`src/rtl/clkdiv_pkg.sv`:
```
`default_nettype none
// ============================================================================
//  Module   : clkdiv_pkg
//  Purpose  : Shared constants and config legality check for clock_divider_multi.
//  Revision : 1.0 - initial release
// ============================================================================
package clkdiv_pkg;

    localparam int c_WIDTH           = 28;
    localparam int c_DEFAULT_DIVISOR = 9090909;
    localparam int c_MAX_CHANNELS    = 16;
    localparam int c_MAX_CH_IDX_W    = $clog2(c_MAX_CHANNELS);

    // A single channel still needs a one-bit select port.
    function automatic int ch_idx_width(input int channels);
        return (channels > 1) ? $clog2(channels) : 1;
    endfunction

    // Arguments are zero-extended to 32 bits by the caller; only compares are done.
    function automatic logic cfg_legal(input logic [31:0] divisor,
                                       input logic [31:0] high,
                                       input logic        duty_en);
        logic ok;
        ok = (divisor >= 32'd2);
        if (duty_en) begin
            ok = ok && (high != 32'd0) && (high < divisor);
        end
        return ok;
    endfunction

endpackage
`default_nettype wire

```
`src/rtl/clkdiv_channel.sv`:
```
`default_nettype none
// ============================================================================
//  Module   : clkdiv_channel
//  Purpose  : One divider channel: counter, shadow config and pending flag.
//  Revision : 1.0 - initial release
// ============================================================================
module clkdiv_channel
    import clkdiv_pkg::*;
#(
    parameter int WIDTH           = c_WIDTH,
    parameter int DEFAULT_DIVISOR = c_DEFAULT_DIVISOR
) (
    input  logic             clock_in,
    input  logic             reset,
    input  logic             enable,
    input  logic             cfg_we,
    input  logic [WIDTH-1:0] cfg_div,
    input  logic [WIDTH-1:0] cfg_high,
    output logic             clock_out,
    output logic             tick,
    output logic             pending
);

    localparam logic [WIDTH-1:0] c_RST_DIV  = WIDTH'(DEFAULT_DIVISOR);
    localparam logic [WIDTH-1:0] c_RST_HIGH = WIDTH'(DEFAULT_DIVISOR >> 1);

    logic [WIDTH-1:0] r_cnt_q,   w_cnt_d;
    logic [WIDTH-1:0] r_div_q,   w_div_d;
    logic [WIDTH-1:0] r_high_q,  w_high_d;
    logic [WIDTH-1:0] r_sdiv_q,  w_sdiv_d;
    logic [WIDTH-1:0] r_shigh_q, w_shigh_d;
    logic             r_pend_q,  w_pend_d;
    logic             r_clk_q,   w_clk_d;
    logic             r_tick_q,  w_tick_d;
    logic [WIDTH-1:0] w_last_cnt;
    logic             w_wrap;
    logic             w_apply_pt;

    always_comb begin
        w_last_cnt = r_div_q - WIDTH'(1);
        // >= rather than == so a shrunken divisor can never strand the counter.
        w_wrap     = (r_cnt_q >= w_last_cnt);
        // A disabled channel sits at cnt=0, so it is also a safe point to apply.
        w_apply_pt = !enable || w_wrap;

        w_cnt_d  = (enable && !w_wrap) ? r_cnt_q + WIDTH'(1) : '0;
        w_clk_d  = enable && (r_cnt_q < r_high_q);
        w_tick_d = enable && (r_cnt_q == w_last_cnt);

        w_div_d   = r_div_q;
        w_high_d  = r_high_q;
        w_sdiv_d  = r_sdiv_q;
        w_shigh_d = r_shigh_q;
        w_pend_d  = r_pend_q;

        if (cfg_we && enable) begin
            w_sdiv_d  = cfg_div;
            w_shigh_d = cfg_high;
            w_pend_d  = 1'b1;
        end else if (cfg_we) begin
            w_div_d  = cfg_div;
            w_high_d = cfg_high;
        end else if (r_pend_q && w_apply_pt) begin
            w_div_d  = r_sdiv_q;
            w_high_d = r_shigh_q;
            w_pend_d = 1'b0;
        end
    end

    always_ff @(posedge clock_in) begin
        if (reset) begin
            r_cnt_q   <= '0;
            r_div_q   <= c_RST_DIV;
            r_high_q  <= c_RST_HIGH;
            r_sdiv_q  <= c_RST_DIV;
            r_shigh_q <= c_RST_HIGH;
            r_pend_q  <= 1'b0;
            r_clk_q   <= 1'b0;
            r_tick_q  <= 1'b0;
        end else begin
            r_cnt_q   <= w_cnt_d;
            r_div_q   <= w_div_d;
            r_high_q  <= w_high_d;
            r_sdiv_q  <= w_sdiv_d;
            r_shigh_q <= w_shigh_d;
            r_pend_q  <= w_pend_d;
            r_clk_q   <= w_clk_d;
            r_tick_q  <= w_tick_d;
        end
    end

    assign clock_out = r_clk_q;
    assign tick      = r_tick_q;
    assign pending   = r_pend_q;

endmodule
`default_nettype wire

```
`src/rtl/clock_divider_multi.sv`:
```
`default_nettype none
// ============================================================================
//  Module   : clock_divider_multi
//  Purpose  : N-channel programmable clock divider / tick generator.
//             Define DUTY_CTRL_EN to add the load_high programmable-duty port.
//  Revision : 1.0 - initial release
// ============================================================================
module clock_divider_multi
    import clkdiv_pkg::*;
#(
    parameter  int CHANNELS        = 4,
    parameter  int WIDTH           = c_WIDTH,
    parameter  int DEFAULT_DIVISOR = c_DEFAULT_DIVISOR,
    localparam int c_IDX_W         = ch_idx_width(CHANNELS)
) (
    input  logic                clock_in,
    input  logic                reset,
    input  logic [CHANNELS-1:0] enable,
    input  logic                load_valid,
    output logic                load_ready,
    input  logic [c_IDX_W-1:0]  load_channel,
    input  logic [WIDTH-1:0]    load_divisor,
`ifdef DUTY_CTRL_EN
    input  logic [WIDTH-1:0]    load_high,
`endif
    output logic                load_error,
    output logic [CHANNELS-1:0] clock_out,
    output logic [CHANNELS-1:0] tick
);

    // WIDTH is limited to 32 bits by the legality check's argument width.
    logic [CHANNELS-1:0] w_pending;
    logic                w_ready;
    logic                w_accept;
    logic                w_legal;
    logic [WIDTH-1:0]    w_high;
    logic                r_load_error_q, w_load_error_d;

    always_comb begin
        w_ready = 1'b0;
        for (int i = 0; i < CHANNELS; i++) begin
            if (load_channel == c_IDX_W'(i)) begin
                w_ready = !w_pending[i];
            end
        end
    end

    always_comb begin
`ifdef DUTY_CTRL_EN
        w_high  = load_high;
        w_legal = cfg_legal(32'(load_divisor), 32'(load_high), 1'b1);
`else
        w_high  = load_divisor >> 1;
        w_legal = cfg_legal(32'(load_divisor), 32'd0, 1'b0);
`endif
        w_accept       = load_valid && w_ready;
        w_load_error_d = w_accept && !w_legal;
    end

    always_ff @(posedge clock_in) begin
        if (reset) begin
            r_load_error_q <= 1'b0;
        end else begin
            r_load_error_q <= w_load_error_d;
        end
    end

    generate
        for (genvar i = 0; i < CHANNELS; i++) begin : g_ch
            clkdiv_channel #(
                .WIDTH           (WIDTH),
                .DEFAULT_DIVISOR (DEFAULT_DIVISOR)
            ) u_ch (
                .clock_in  (clock_in),
                .reset     (reset),
                .enable    (enable[i]),
                .cfg_we    (w_accept && w_legal && (load_channel == c_IDX_W'(i))),
                .cfg_div   (load_divisor),
                .cfg_high  (w_high),
                .clock_out (clock_out[i]),
                .tick      (tick[i]),
                .pending   (w_pending[i])
            );
        end
    endgenerate

    assign load_ready = w_ready;
    assign load_error = r_load_error_q;

endmodule
`default_nettype wire
```
`config.mk`:
```
export PLATFORM = sky130hd
export DESIGN_NAME = clock_divider_multi
export DESIGN_NICKNAME = d
export VERILOG_FILES = /design/src/rtl/clkdiv_pkg.sv /design/src/rtl/clkdiv_channel.sv /design/src/rtl/clock_divider_multi.sv
export SDC_FILE = /design/constraint.sdc
export NUM_CORES = 1
export LEC_CHECK = 0
export ABC_AREA = 1
export CORE_ASPECT_RATIO = 1.1
export CORE_MARGIN = 1
export CORE_UTILIZATION = 39
export DETAILED_ROUTE_END_ITERATION = 10
export PLACE_DENSITY_LB_ADDON = 0.05
export SLEW_MARGIN = 10
export SYNTH_ARGS = -nofsm -noshare
export SYNTH_HDL_FRONTEND = slang
export SYNTH_SLANG_ARGS = --single-unit
```
`constraint.sdc`:
```
create_clock -name clock_in -period 7.6 [get_ports clock_in]
set_input_delay 0.76 -clock clock_in [delete_from_list [all_inputs] [get_ports clock_in]]
set_output_delay 0.76 -clock clock_in [all_outputs]
set_load 0.05 [all_outputs]
```
Word-level counts from Yosys, hierarchy flattened
Index checks and enable logic that the tools add are counted.
{ "classes": {"add_sub_neg": 8, "magnitude_cmp": 9, "eq_ne": 11, "mux": 32, "bitwise": 8, "n_reduce_logical": 65} }
{ "op_table": {"columns": ["cell", "n"], "rows": [
  ["$mux 28", 16],
  ["$add 28x1->28 const B", 4],
  ["$eq 28x28->1", 4],
  ["$ge 28x28->1", 4],
  ["$lt 28x28->1", 4],
  ["$sub 28x1->28 const B", 4],
  ["$ge 28x2->1 const B", 1],
  ["$logic_and 1x1->1", 27],
  ["$mux 1", 16],
  ["$reduce_and 2->1", 8],
  ["$reduce_bool 2->1", 8],
  ["$logic_not 1->1", 13],
  ["$ne 2x2->1 const B", 4],
  ["$not 1->1", 8],
  ["$reduce_or 2->1", 4],
  ["$eq 2x2->1 const B", 2],
  ["$logic_or 1x1->1", 4],
  ["$eq 2x1->1 const B", 1],
  ["$logic_not 2->1", 1]
]} }
{ "totals": {"ff_bits": 569, "in_bits": 37, "out_inout_bits": 10, "wordCells": 166} }

Logic depth before layout (Yosys ltp)
Gate-level depths: netlist of the first run.
{ "depth": {"ltp_word": 11, "mapped_depth": 26, "ltp_nobuf": 25} }

By module
Synthesis of the first run repeated with hierarchy kept, for this count alone.
{ "hier_totals": {"cells_unflattened": 4699, "area_unflattened_um2": 32859.0} }
{ "by_module_without_submodules": {"columns": ["mod", "instances", "cells_each", "area_per_inst_um2", "seq_area_each_um2"], "rows": [
  ["clkdiv_channel at g_ch[0].u_ch ...", 3, 1156, 8142.8, 2862.7],
  ["clkdiv_channel at g_ch[1].u_ch", 1, 1162, 8137.8, 2862.7],
  ["clock_divider_multi", 1, 69, 292.8, 20.0]
]} }

Worst setup path before layout of the first run
OpenSTA, ideal clock, no wires.
{ "synth_timing": {"kind": "register -> register", "startpoint": "reg g_ch[0].u_ch.r_div_q[0]", "endpoint": "reg g_ch[0].u_ch.r_div_q[26]", "setup_time_ns": 0.115, "arrival_time_ns": 3.102, "required_time_ns": 7.485, "path_slack_ns": 4.383, "stages_incl_launch_ff": 25, "path_buffers": 1, "period_less_slack_ns": 3.217, "path_cell_list": "dfxtp_1 > inv_1 > ha_1 > nand3_1 > nor3_1 > nand2_1 > nor2_1 > nand4_1 > o21ai_0 > o21ai_0 > inv_1 > ha_1 > nand2_1 > inv_1 > nand2_1 > nor2_1 > nand2_1 > nor2_1 > nor2_1 > nand3_1 > nand2_1 > clkbuf_1 > nand3_1 > nand2_1 > nor2_1"} }
{ "synth_via": {"elab_chain_cells": 6} }
{ "synth_lines": {"columns": ["element", "line", "text"], "rows": [
  ["start: declaration", "clkdiv_channel.sv:28", "logic [WIDTH-1:0] r_div_q, w_div_d;"],
  ["start signal: assignment", "clkdiv_channel.sv:73", "r_div_q <= c_RST_DIV;"],
  ["start signal: assignment", "clkdiv_channel.sv:82", "r_div_q <= w_div_d;"],
  ["$sub 28x1->28", "clkdiv_channel.sv:40", "w_last_cnt = r_div_q - WIDTH'(1);"],
  ["$ge 28x28->1", "clkdiv_channel.sv:42", "w_wrap = (r_cnt_q >= w_last_cnt);"],
  ["$logic_or 1x1->1", "clkdiv_channel.sv:44", "w_apply_pt = !enable || w_wrap;"],
  ["$logic_and 1x1->1", "clkdiv_channel.sv:63", "end else if (r_pend_q && w_apply_pt) begin"],
  ["$reduce_bool 2->1 (no source line)", null, null],
  ["$reduce_and 2->1 (no source line)", null, null]
]} }
No other way between the ends.
A chain may end at the register's enable or synchronous reset.

Worst setup path after layout of the first run
{ "layout_timing": {"startpoint": "in load_channel[1]", "endpoint": "reg g_ch[1].u_ch.r_sdiv_q[5]"} }
{ "layout_via": {"elab_chain_cells": 9, "elab_cells_between_ends": 12, "cone_classes": "eq/ne: 3; mux: 4; reduce/logical: 5"} }
{ "layout_lines": {"columns": ["element", "line", "text"], "rows": [
  ["start: declaration", "clock_divider_multi.sv:21", "input logic [c_IDX_W-1:0] load_channel,"],
  ["$logic_not 2->1", "clock_divider_multi.sv:42", "if (load_channel == c_IDX_W'(i)) begin"],
  ["$mux 1 (4 in a row)", "clock_divider_multi.sv:42", null],
  ["$logic_and 1x1->1", "clock_divider_multi.sv:56", "w_accept = load_valid && w_ready;"],
  ["$logic_and 1x1->1", "clock_divider_multi.sv:77", ".cfg_we (w_accept && w_legal && (load_channel == c_IDX_W'(i))),"],
  ["$logic_and 1x1->1 (*)", "clock_divider_multi.sv:77", null],
  ["$logic_and 1x1->1 (*)", "clkdiv_channel.sv:56", "if (cfg_we && enable) begin"],
  ["end signal: assignment", "clkdiv_channel.sv:75", "r_sdiv_q <= c_RST_DIV;"],
  ["end signal: assignment", "clkdiv_channel.sv:84", "r_sdiv_q <= w_sdiv_d;"],
  ["end: declaration", "clkdiv_channel.sv:30", "logic [WIDTH-1:0] r_sdiv_q, w_sdiv_d;"]
]} }
Mark *: on every way between the ends. The rest lies on a longest branch, timed or not.

==> impl_metrics.csv, run 1 <==
group,metric,value,unit
timing,slew_viol_final,0,
pwr,combPwrFrac,10.8,%
synthesis,syn_avg_cell_area,6.82,um2
grt,grt.met2_usage,36.1,%
timing,finalHoldViolations,0,
route,vias,21840,
timing,fin_crit,4.78,ns
die,die_width,236,um
pwr,power_density,178,nW/um2
cells_and_area,finalNetCount,3675,
cts,postCtsHoldBufs,0,
grt,grt_use_total,22.2,%
timing,whs,0.464,ns
timing,rsz0062_at_grt,"false",
die,dieHeight,260,um
synthesis,synthCells,3453,
cells_and_area,syn2layout_area_growth,9.73,%
pwr,p_clk_share,47.1,%
cts,path_clk_slew,0.06,ns
grt,grt-busiest-layer,"met2",
worst_setup_path,path_class,"in2reg",
cts,h-tree-depth,2,
synthesis,synthArstFlopShare,0,%
route,viasPerCell,5.18,
route,wire_per_inst,16.4,um
route,drt_iter0_markers,1258,
synthesis,seq_area_frac_synth,29.6,%
grt,grt_pass1_vias,20567,
cts,numCtsBuffers,44,
timing,finalCritPeriodShare,62.9,%
pwr,power.total,4.61,mW
die,num_rows,94,
cts,ctsLongestPathBuffers,3,
placed_design,place.gp.congestion,0.849,
cts,post_cts_resized,0,
cts,clkLatencyLatePin,0.59,ns
placed_design,portBuffers,46,
timing,finalSetupTns,0,ns
grt,antenna_found_initial,5,
grt,overflow,0,
synthesis,ys_warn_count,0,
cts,cts_root_buffer,"clkbuf_16",
cts,cts_sinks,349,
pwr,leakage,12.5,nW
synthesis,syn-num-nets,3714,
grt,grt_pass1_wl,111,mm
timing,fin_skew,0.0258,ns
pwr,irDropWorstVdd,149,uV
timing,setup_viol_count_final,0,
synthesis,synth_top_area_share,29.6,%
min_path,worstHoldPathType,"reg2reg",
die,dieArea,61400,um2
worst_setup_path,worstPathRequired,8.06,ns
synthesis,netlist_area,23600,um2
synthesis,synth_seq_cells,349,
worst_setup_path,arrival,5.24,ns
die,start_util,39.4,%
worst_setup_path,critPathLaunchType,"input port",
grt,grt_start_max_net_pins,84,
run_status,status,"complete, no violations",
placed_design,hpwl,50.6,mm
cts,cts_setup_buffers,0,
cts,cts_tree,"done",
grt,grt_util_met1,30.8,%
pwr,intPower,3.36,mW
pwr,p_seq_share,42.0,%
timing,fmax,209,MHz
synthesis,synthTopCellsByArea,"dfxtp_1 30%, nand2_1 12%, ha_1 12%",
synthesis,yosysUniqueCellTypes,43,
route,routed_wl,69.0,mm
timing,maxSlewHeadroom,29.3,%
route,ant_nets,0,
pwr,switching_power,1.25,mW
worst_setup_path,cp_max_fo,43,
route,drc,0,
flow_run,cap_viol_max_count,0,
worst_setup_path,reg2reg_setup_slack,3.08,ns
route,drtPass1Iterations,5,
synthesis,synth_top_area_cell,"dfxtp_1",
synthesis,synth_edf_count,0,
worst_setup_path,endpoint_kind,"register",
cells_and_area,drive_above_1_share,5.17,%
die,io_pins,47,
timing,worstMarginPinSlew,1.06,ns
grt,met3_usage,3.44,%
pwr,switching_share,27.2,%
synthesis,synth_flop_cell,"dfxtp_1",
die,coreArea,59700,um2
[worst paths after layout]
path | from | endpoint | depth (start not counted)
worst max-delay path | load_channel[1] | g_ch[1].u_ch.r_sdiv_q[5] | 11
worst min-delay path | g_ch[0].u_ch.r_sdiv_q[23] | g_ch[0].u_ch.r_sdiv_q[23] | 2
worst max register to register | g_ch[3].u_ch.r_div_q[1] | g_ch[3].u_ch.r_div_q[1] | 21
worst min register to register | g_ch[0].u_ch.r_sdiv_q[23] | g_ch[0].u_ch.r_sdiv_q[23] | 2
[area by class of cell]
cell class / count / area, um2
Antenna cell: 1 / 2.50
Clock buffer: 65 / 1360
Clock inverter: 13 / 138
Fill cell: 6302 / 33900
Inverter: 385 / 1450
Multi-Input combinational cell: 2573 / 14400
Sequential cell: 349 / 6990
Tap cell: 768 / 961
Timing Repair Buffer: 61 / 573
[cell usage in the layout (no fill, tap or decap), types with 100 or more instances in the layout]
| cell | count |
|---|---|
| a21oi_1 | 187 |
| dfxtp_1 | 349 |
| ha_1 | 224 |
| inv_1 | 379 |
| nand2_1 | 775 |
| nand3_1 | 274 |
| nand4_1 | 116 |
| nor2_1 | 474 |
| o21ai_0 | 100 |
| xor2_1 | 116 |
[sequential cells by signal, summed over array words and instances, names as in the netlist]
signal / flops
g_ch.u_ch.pending: 4
g_ch.u_ch.r_high_q: 2
g_ch.u_ch.clock_out: 4
g_ch.u_ch.r_cnt_q: 112
g_ch.u_ch.tick: 4
g_ch.u_ch.r_sdiv_q: 112
load_error: 1
g_ch.u_ch.r_div_q: 110
[metrics by stage]
| stage | instances | util (%) | cell area, um2 | setup WS (ns) |
|---|---|---|---|---|
| after floorplan | 3453 | - | 23600 | 4.38 |
| after CTS | 4214 | 43.3 | 25900 | 2.92 |
| after global routing | 4215 | 43.3 | 25900 | 2.47 |
| after detailed placement | 4136 | 40.8 | 24400 | 2.29 |
| after global placement | 4136 | 40.8 | 24400 | 2.42 |
| final | 4215 | 43.3 | 25900 | 2.82 |
[layer usage]
metal  part of all wire [%]  wire, um
met1                     49     33700
met2                     45     31000
met3                    4.3      3000
met4                    1.7      1190
met5                  0.035        24
[cell families after synthesis]
family	count (synthesis)	share of synthesized area, %
AOI/OAI and AO/OA	420	10.8
xor gates and xnor gates	143	5.31
adders and majority gates	224	11.9
buffers and inverters	531	9.37
DFF	349	29.6
and+or+nand+nor	1786	33.0
[power groups by stage]
stage          combinational (mW)  clock [mW]  sequential, mW
2_1_floorplan               0.370           0            1.96
3_3_place_gp                0.493           0            1.98
3_5_place_dp                0.500           0            1.98
4_1_cts                     0.503        2.24            1.94
5_1_grt                     0.570        2.30            1.94
6_report                    0.500        2.17            1.94
[worst max-delay path: stages]
cell	delay, ns
clkdlybuf4s50_1	0.69
nor2_2	0.07
buf_4	0.21
nand2_1	0.11
nand2_2	0.08
nor3b_4	0.88
nand3_2	0.85
nor2_2	0.77
inv_2	0.47
o21ai_0	0.27
nor2_1	0.06
[cells in the mapped netlist (5+ instances only)]
| library cell | number |
|---|---|
| a21oi_1 | 187 |
| buf_2 | 45 |
| buf_4 | 14 |
| buf_6 | 14 |
| clkbuf_1 | 72 |
| dfxtp_1 | 349 |
| ha_1 | 224 |
| inv_1 | 380 |
| inv_2 | 5 |
| nand2_1 | 775 |
| nand3_1 | 275 |
| nand4_1 | 116 |
| nor2_1 | 474 |
| nor2_4 | 5 |
| nor3_1 | 61 |
| nor3b_1 | 11 |
| nor4_1 | 29 |
| o211ai_1 | 19 |
| o211ai_2 | 42 |
| o21ai_0 | 100 |
| o21ai_1 | 44 |
| o31ai_1 | 5 |
| or2_2 | 21 |
| xnor2_1 | 27 |
| xor2_1 | 116 |
Note: power is estimated with default switching activity, not from simulation.
==> inputs of run 2 (changes only) <==
clock period = 4 ns   (was 7.6 ns; I/O delays follow)
==> run 2 against run 1 <==
Compared with the run above: core utilization increased by 0.84 points; sequential share of layout area decreased by 0.52 points; cell count increased by 1.2%; flip-flop and latch count unchanged; clock-buffer cell count decreased by 5; die area unchanged; register-to-register slack got worse by 2.8 ns; first-iteration DRC count increased by 4.1%; highest routed layer is now met4.
==> impl_metrics.csv, run 2 (synthesis results as in run 1) <==
group,metric,value,unit
run_status,status,"complete, no violations",
timing,fmax,272,MHz
min_path,min-delay-start,"g_ch[2].u_ch.r_sdiv_q[10]",
grt,grt_pass1_vias,20953,
cts,cts_setup_buffers,0,
route,drc,0,
route,drtPass1Iterations,7,
grt,overflow,0,
cts,cts_tree,"done",
grt,grt_start_max_net_pins,91,
placed_design,hpwl,51.9,mm
route,ant_nets,0,
pwr,switching_share,26.5,%
grt,grt_pass1_wl,111,mm
placed_design,pre_cts_ws,0.0891,ns
grt,grt_use_total,22.4,%
die,dieArea,61400,um2
pwr,power_density,336,nW/um2
cells_and_area,reg.largest.list,"g_ch.u_ch.r_cnt_q (112), g_ch.u_ch.r_sdiv_q (112), g_ch.u_ch.r_div_q (110)",
route,routed_wl,69.1,mm
pwr,combPwrFrac,11.2,%
worst_setup_path,endpoint_kind,"register",
die,dieHeight,260,um
pwr,irDropWorstVdd,271,uV
timing,maxSlewHeadroom,43.5,%
worst_setup_path,reg2reg_setup_slack,0.32,ns
pwr,intPower,6.51,mW
cells_and_area,drive_above_1_share,6.92,%
route,wire_per_inst,16.2,um
worst_setup_path,worstPathRequired,4.46,ns
cells_and_area,layout_common_cells,"770 x nand2_1, 468 x nor2_1, 379 x inv_1",
cells_and_area,antenna_cells,0,
cts,ctsLongestPathBuffers,3,
die,die_width,236,um
worst_setup_path,cp_cell_sequence,"inv_1 > nand4_1 > nor2_1 > nand2_1 > nor2_1 > nand2_1 > nor3_1 > xor2_1 > ha_1 > nand2_1 > inv_1 > nand2_1 > nor2_1 > nand2_1 > nor2_1 > nor2_1 > nand3_1 > nand2_1 > buf_6 > a21oi_1 > nor2_1",
worst_setup_path,cp_slowest_cell,"dfxtp_1",
timing,rsz0062_at_grt,"true",
timing,worstMarginPinSlew,0.846,ns
min_path,worstHoldPathType,"reg2reg",
cells_and_area,syn2layout_area_growth,11.9,%
cts,cts_sinks,349,
worst_setup_path,r2r-end,"g_ch[3].u_ch.r_div_q[1]",
die,num_rows,94,
route,vias,22076,
worst_setup_path,path_class,"reg2reg",
grt,antenna_found_initial,1,
route,viasPerCell,5.18,
timing,finalHoldViolations,0,
cts,h-tree-depth,2,
worst_setup_path,r2r-start,"g_ch[3].u_ch.r_div_q[4]",
worst_setup_path,arrival,4.13,ns
pwr,switching_power,2.35,mW
die,io_pins,47,
placed_design,portBuffers,46,
cells_and_area,final_cell_area,26400,um2
die,coreArea,59700,um2
worst_setup_path,critPathMaxStageDelay,0.33,ns
route,drt_iter0_markers,1309,
placed_design,placed_cell_area,24800,um2
worst_setup_path,cp_max_fo,26,
min_path,hold_end,"g_ch[2].u_ch.r_sdiv_q[10]",
timing,finalCritPeriodShare,91.9,%
cts,cts_root_buffer,"clkbuf_16",
die,start_util,39.4,%
worst_setup_path,critPathLaunchType,"register",
pwr,p_clk_share,47.3,%
timing,fin_skew,0.0113,ns
timing,whs,0.465,ns
flow_run,cap_viol_max_count,0,
cts,clkLatencyLatePin,0.57,ns
timing,fin_crit,3.68,ns
timing,slew_viol_final,0,
cts,numCtsBuffers,43,
pwr,leakage,12.8,nW
cts,path_clk_slew,0.06,ns
worst_setup_path,r2r_cells,21,
pwr,p_seq_share,41.5,%
min_path,hold_depth,2,
timing,setup_slack,0.323,ns
placed_design,place.gp.congestion,0.884,
cells_and_area,finalNetCount,3726,
pwr,power.total,8.86,mW
timing,setup_viol_count_final,0,
cells_and_area,final_common_cell,"nand2_1",
## run 2: worst max-delay path by stage
stage          slack, ns  depth (start not counted)                     from                       end
2_1_floorplan       0.78                         24  g_ch[0].u_ch.r_div_q[0]  g_ch[0].u_ch.r_div_q[26]
3_3_place_gp        0.27                         23  g_ch[3].u_ch.r_div_q[4]  g_ch[3].u_ch.r_div_q[23]
3_5_place_dp        0.09                         21  g_ch[3].u_ch.r_div_q[4]  g_ch[3].u_ch.r_div_q[15]
4_1_cts             0.07                         21  g_ch[3].u_ch.r_div_q[4]   g_ch[3].u_ch.r_div_q[2]
5_1_grt            -0.01                         23  g_ch[3].u_ch.r_div_q[0]   g_ch[3].u_ch.r_div_q[8]
6_report            0.32                         21  g_ch[3].u_ch.r_div_q[4]   g_ch[3].u_ch.r_div_q[1]
## run 2: area by class of cell
type	count	area (um2)
fill	6252	33400
multi-input combinational	2573	14400
sequential	349	6990
inverter	385	1450
clock buffer	60	1300
timing repair buffer	113	1020
tap	768	961
clock inverter	16	214
## run 2: critical path: cells and delay by family, from the launching register on
kind | cells | cell delay [ns]
simple gates | 15 | 2.16
fa+ha+maj | 1 | 0.33
xor+xnor | 1 | 0.11
flops | 1 | 0.33
buf+inv | 3 | 0.42
compound gates | 1 | 0.20
## run 2: repair_timing
action,CTS,global route
hold buffers,0,0
gates resized for setup,0,16
setup endpoints to repair,0,88
## run 2: metrics by stage
step / utilization, % / std cells / setup TNS [ns]
after CTS: 44.0 / 4264 / 0
final: 44.1 / 4264 / 0
after detailed placement: 41.5 / 4188 / 0
after global placement: 41.5 / 4188 / 0
after global routing: 44.1 / 4264 / -0.0118
after floorplan: - / 3453 / 0
## run 2: per-layer routing
layer  global-route usage, %  vias to the layer above  share of wire, %
met5                       0                        -                 0
met4                    6.64                        0               2.3
met3                    2.15                       86               3.6
met2                    38.3                      349                47
met1                    29.8                    10260                47
li1                        -                    11381                 -
## run 2: power by group through the flow
stage          registers (mW)  clock network [mW]  logic, mW
6_report                 3.68                4.19      0.988
5_1_grt                  3.69                4.44       1.12
4_1_cts                  3.68                4.31      0.995
3_5_place_dp             3.75                   0      0.989
3_3_place_gp             3.75                   0      0.975
2_1_floorplan            3.72                   0      0.702
==> inputs of run 3 (changes only) <==
HOLD_SLACK_MARGIN = 0.02   (was unset)
PLACE_DENSITY = 0.65   (was unset)
PLACE_DENSITY_LB_ADDON = unset   (was 0.05)
==> run 3 against run 2 <==
Compared with the run above: global-route usage is 2.0 points lower; via count is 1.7% lower; routed wire length is 9.3% lower; clock skew is 0.0093 ns higher; die area stayed put; worst setup slack better by 0.088 ns; register-to-register slack better by 0.09 ns; critical endpoint is now g_ch[3].u_ch.r_div_q[0]; largest power group unchanged; highest routed layer unchanged.
==> impl_metrics.csv, run 3 (synthesis results as in run 1) <==
group,metric,value,unit
grt,grt_pass1_wl,103,mm
min_path,hold_depth,2,
timing,finalCritPeriodShare,89.7,%
cts,cts_root_buffer,"clkbuf_16",
worst_setup_path,reg2reg_setup_slack,0.41,ns
cts,cts_sinks,349,
timing,rsz0062_at_grt,"false",
timing,fin_skew,0.0206,ns
cts,numCtsBuffers,40,
timing,setup_viol_count_final,0,
grt,grt_use_total,20.4,%
die,start_util,39.4,%
worst_setup_path,r2r_cells,21,
die,die_width,236,um
cells_and_area,layout_common_cells,"772 x nand2_1, 471 x nor2_1, 379 x inv_1",
route,top_layer_used,"met4",
worst_setup_path,cp_slowest_cell,"dfxtp_1",
worst_setup_path,critPathLaunchType,"register",
pwr,power.total,8.51,mW
placed_design,post-place-cells,4187,
placed_design,placed_cell_area,24800,um2
route,drt_iter0_markers,1286,
route,wl_met2,29.2,mm
placed_design,place.gp.congestion,0.857,
min_path,hold_end,"g_ch[3].u_ch.r_sdiv_q[4]",
die,coreArea,59700,um2
cells_and_area,fin_cells,4259,
worst_setup_path,cp-startpoint,"g_ch[3].u_ch.r_div_q[0]",
timing,finalSetupTns,0,ns
route,wire_per_inst,14.7,um
worst_setup_path,r2r-start,"g_ch[3].u_ch.r_div_q[0]",
cts,path_clk_slew,0.05,ns
worst_setup_path,arrival,4.00,ns
pwr,leakage,12.7,nW
route,ant_nets,0,
cells_and_area,final_common_cell,"nand2_1",
pwr,irDropWorstVdd,307,uV
timing,slew_viol_final,0,
route,vias,21696,
grt,overflow,0,
cells_and_area,finalNetCount,3725,
route,drtPass1Iterations,5,
worst_setup_path,crit_top_cell,"nand2_1",
min_path,worstHoldPathType,"reg2reg",
cells_and_area,reg.largest.list,"g_ch.u_ch.r_cnt_q (112), g_ch.u_ch.r_sdiv_q (112), g_ch.u_ch.r_div_q (110)",
timing,fmax,279,MHz
grt,grt_start_max_net_pins,65,
die,num_rows,94,
route,viasPerCell,5.09,
min_path,min-delay-start,"g_ch[3].u_ch.r_sdiv_q[4]",
worst_setup_path,r2r-end,"g_ch[3].u_ch.r_div_q[0]",
route,wl_met1,29.2,mm
timing,fin_crit,3.59,ns
cells_and_area,drive_above_1_share,6.62,%
cts,ctsLongestPathBuffers,3,
grt,antenna_found_initial,0,
worst_setup_path,worstPathRequired,4.41,ns
grt,grt_pass1_vias,19989,
route,drc,0,
run_status,status,"complete, no violations",
cells_and_area,antenna_cells,0,
worst_setup_path,endpoint_kind,"register",
cts,clkLatencyLatePin,0.58,ns
worst_setup_path,path_class,"reg2reg",
timing,maxSlewHeadroom,47.6,%
placed_design,hpwl,46.1,mm
worst_setup_path,critPathMaxStageDelay,0.33,ns
die,dieHeight,260,um
die,dieArea,61400,um2
pwr,power_density,325,nW/um2
flow_run,cap_viol_max_count,0,
cells_and_area,num-fill-cells,6256,
worst_setup_path,cp_cell_sequence,"inv_1 > ha_1 > nand2_1 > nor2_1 > nand4_1 > nor4_1 > xor2_1 > inv_1 > ha_1 > nand2_1 > inv_1 > nand2_1 > nor2_1 > nand2_1 > nor2_1 > nor2_1 > nand3_1 > nand2_2 > nand2_2 > nand2_1 > nand3_1",
worst_setup_path,cp_max_fo,14,
cts,h-tree-depth,2,
cts,cts_tree,"done",
cells_and_area,final_cell_area,26200,um2
placed_design,portBuffers,46,
timing,worstMarginPinSlew,0.787,ns
route,wl_met3,2.79,mm
route,routed_wl,62.6,mm
timing,finalHoldViolations,0,
cells_and_area,syn2layout_area_growth,11.1,%
die,io_pins,47,
[run 3: changes by cell type in the layout (fill, tap and decap cells not counted), sizes merged]
cell	previous run	this run
buf	67	69
clkbuf	60	50
clkinvlp	2	3
inv	386	387
clkinv	8	9
[run 3: worst max-delay path: cells and delay by family (launching register included)]
kind | cells | cell delay (ns)
simple gates | 15 | 2.13
fa+ha+maj | 2 | 0.48
flops | 1 | 0.33
xor+xnor | 1 | 0.24
buf+inv | 3 | 0.21
[run 3: worst max-delay path by stage]
stage / end / slack [ns]
floorplan: g_ch[0].u_ch.r_div_q[26] / 0.78
global placement: g_ch[3].u_ch.r_div_q[3] / 0.28
detailed placement: g_ch[3].u_ch.r_div_q[6] / 0.14
CTS: g_ch[3].u_ch.r_div_q[6] / 0.12
global route: g_ch[1].u_ch.r_div_q[0] / 0.004
finish: g_ch[3].u_ch.r_div_q[0] / 0.41
[run 3: area by class of cell]
type                            instances  area (um2)  area share, %
Clock inverter                         19         239          0.913
Tap cell                              768         961           3.67
Multi-Input combinational cell       2573       14400           55.0
Timing Repair Buffer                  115        1040           3.97
Inverter                              385        1450           5.54
Clock buffer                           50        1120           4.28
Sequential cell                       349        6990           26.7
[run 3: metal layers]
| metal | up-vias | global-route usage, % |
|---|---|---|
| li1 | 11361 | - |
| met1 | 9827 | 26.9 |
| met2 | 410 | 34.8 |
| met3 | 98 | 2.75 |
| met4 | 0 | 5.52 |
| met5 | - | 0 |
[run 3: what timing repair did]
| action | in CTS | in global routing |
|---|---|---|
| hold buffers | 0 | 0 |
| setup buffers | 0 | 3 |
| setup endpoints to repair | 0 | 93 |
| gates resized for setup | 0 | 10 |
[run 3: through the flow]
step / utilization, % / hold slack [ns] / setup slack [ns]
floorplan: - / 0.430 / 0.783
global placement: 41.5 / 0.444 / 0.281
detailed placement: 41.5 / 0.449 / 0.139
CTS: 43.7 / 0.467 / 0.122
global route: 43.8 / 0.478 / 0.00440
finish: 43.8 / 0.464 / 0.411
[run 3: where the power goes]
group,leakage (nW),internal [mW],switching (mW)
registers,2.84,3.59,0.0879
logic,9.21,0.341,0.636
clock network,0.667,2.30,1.55
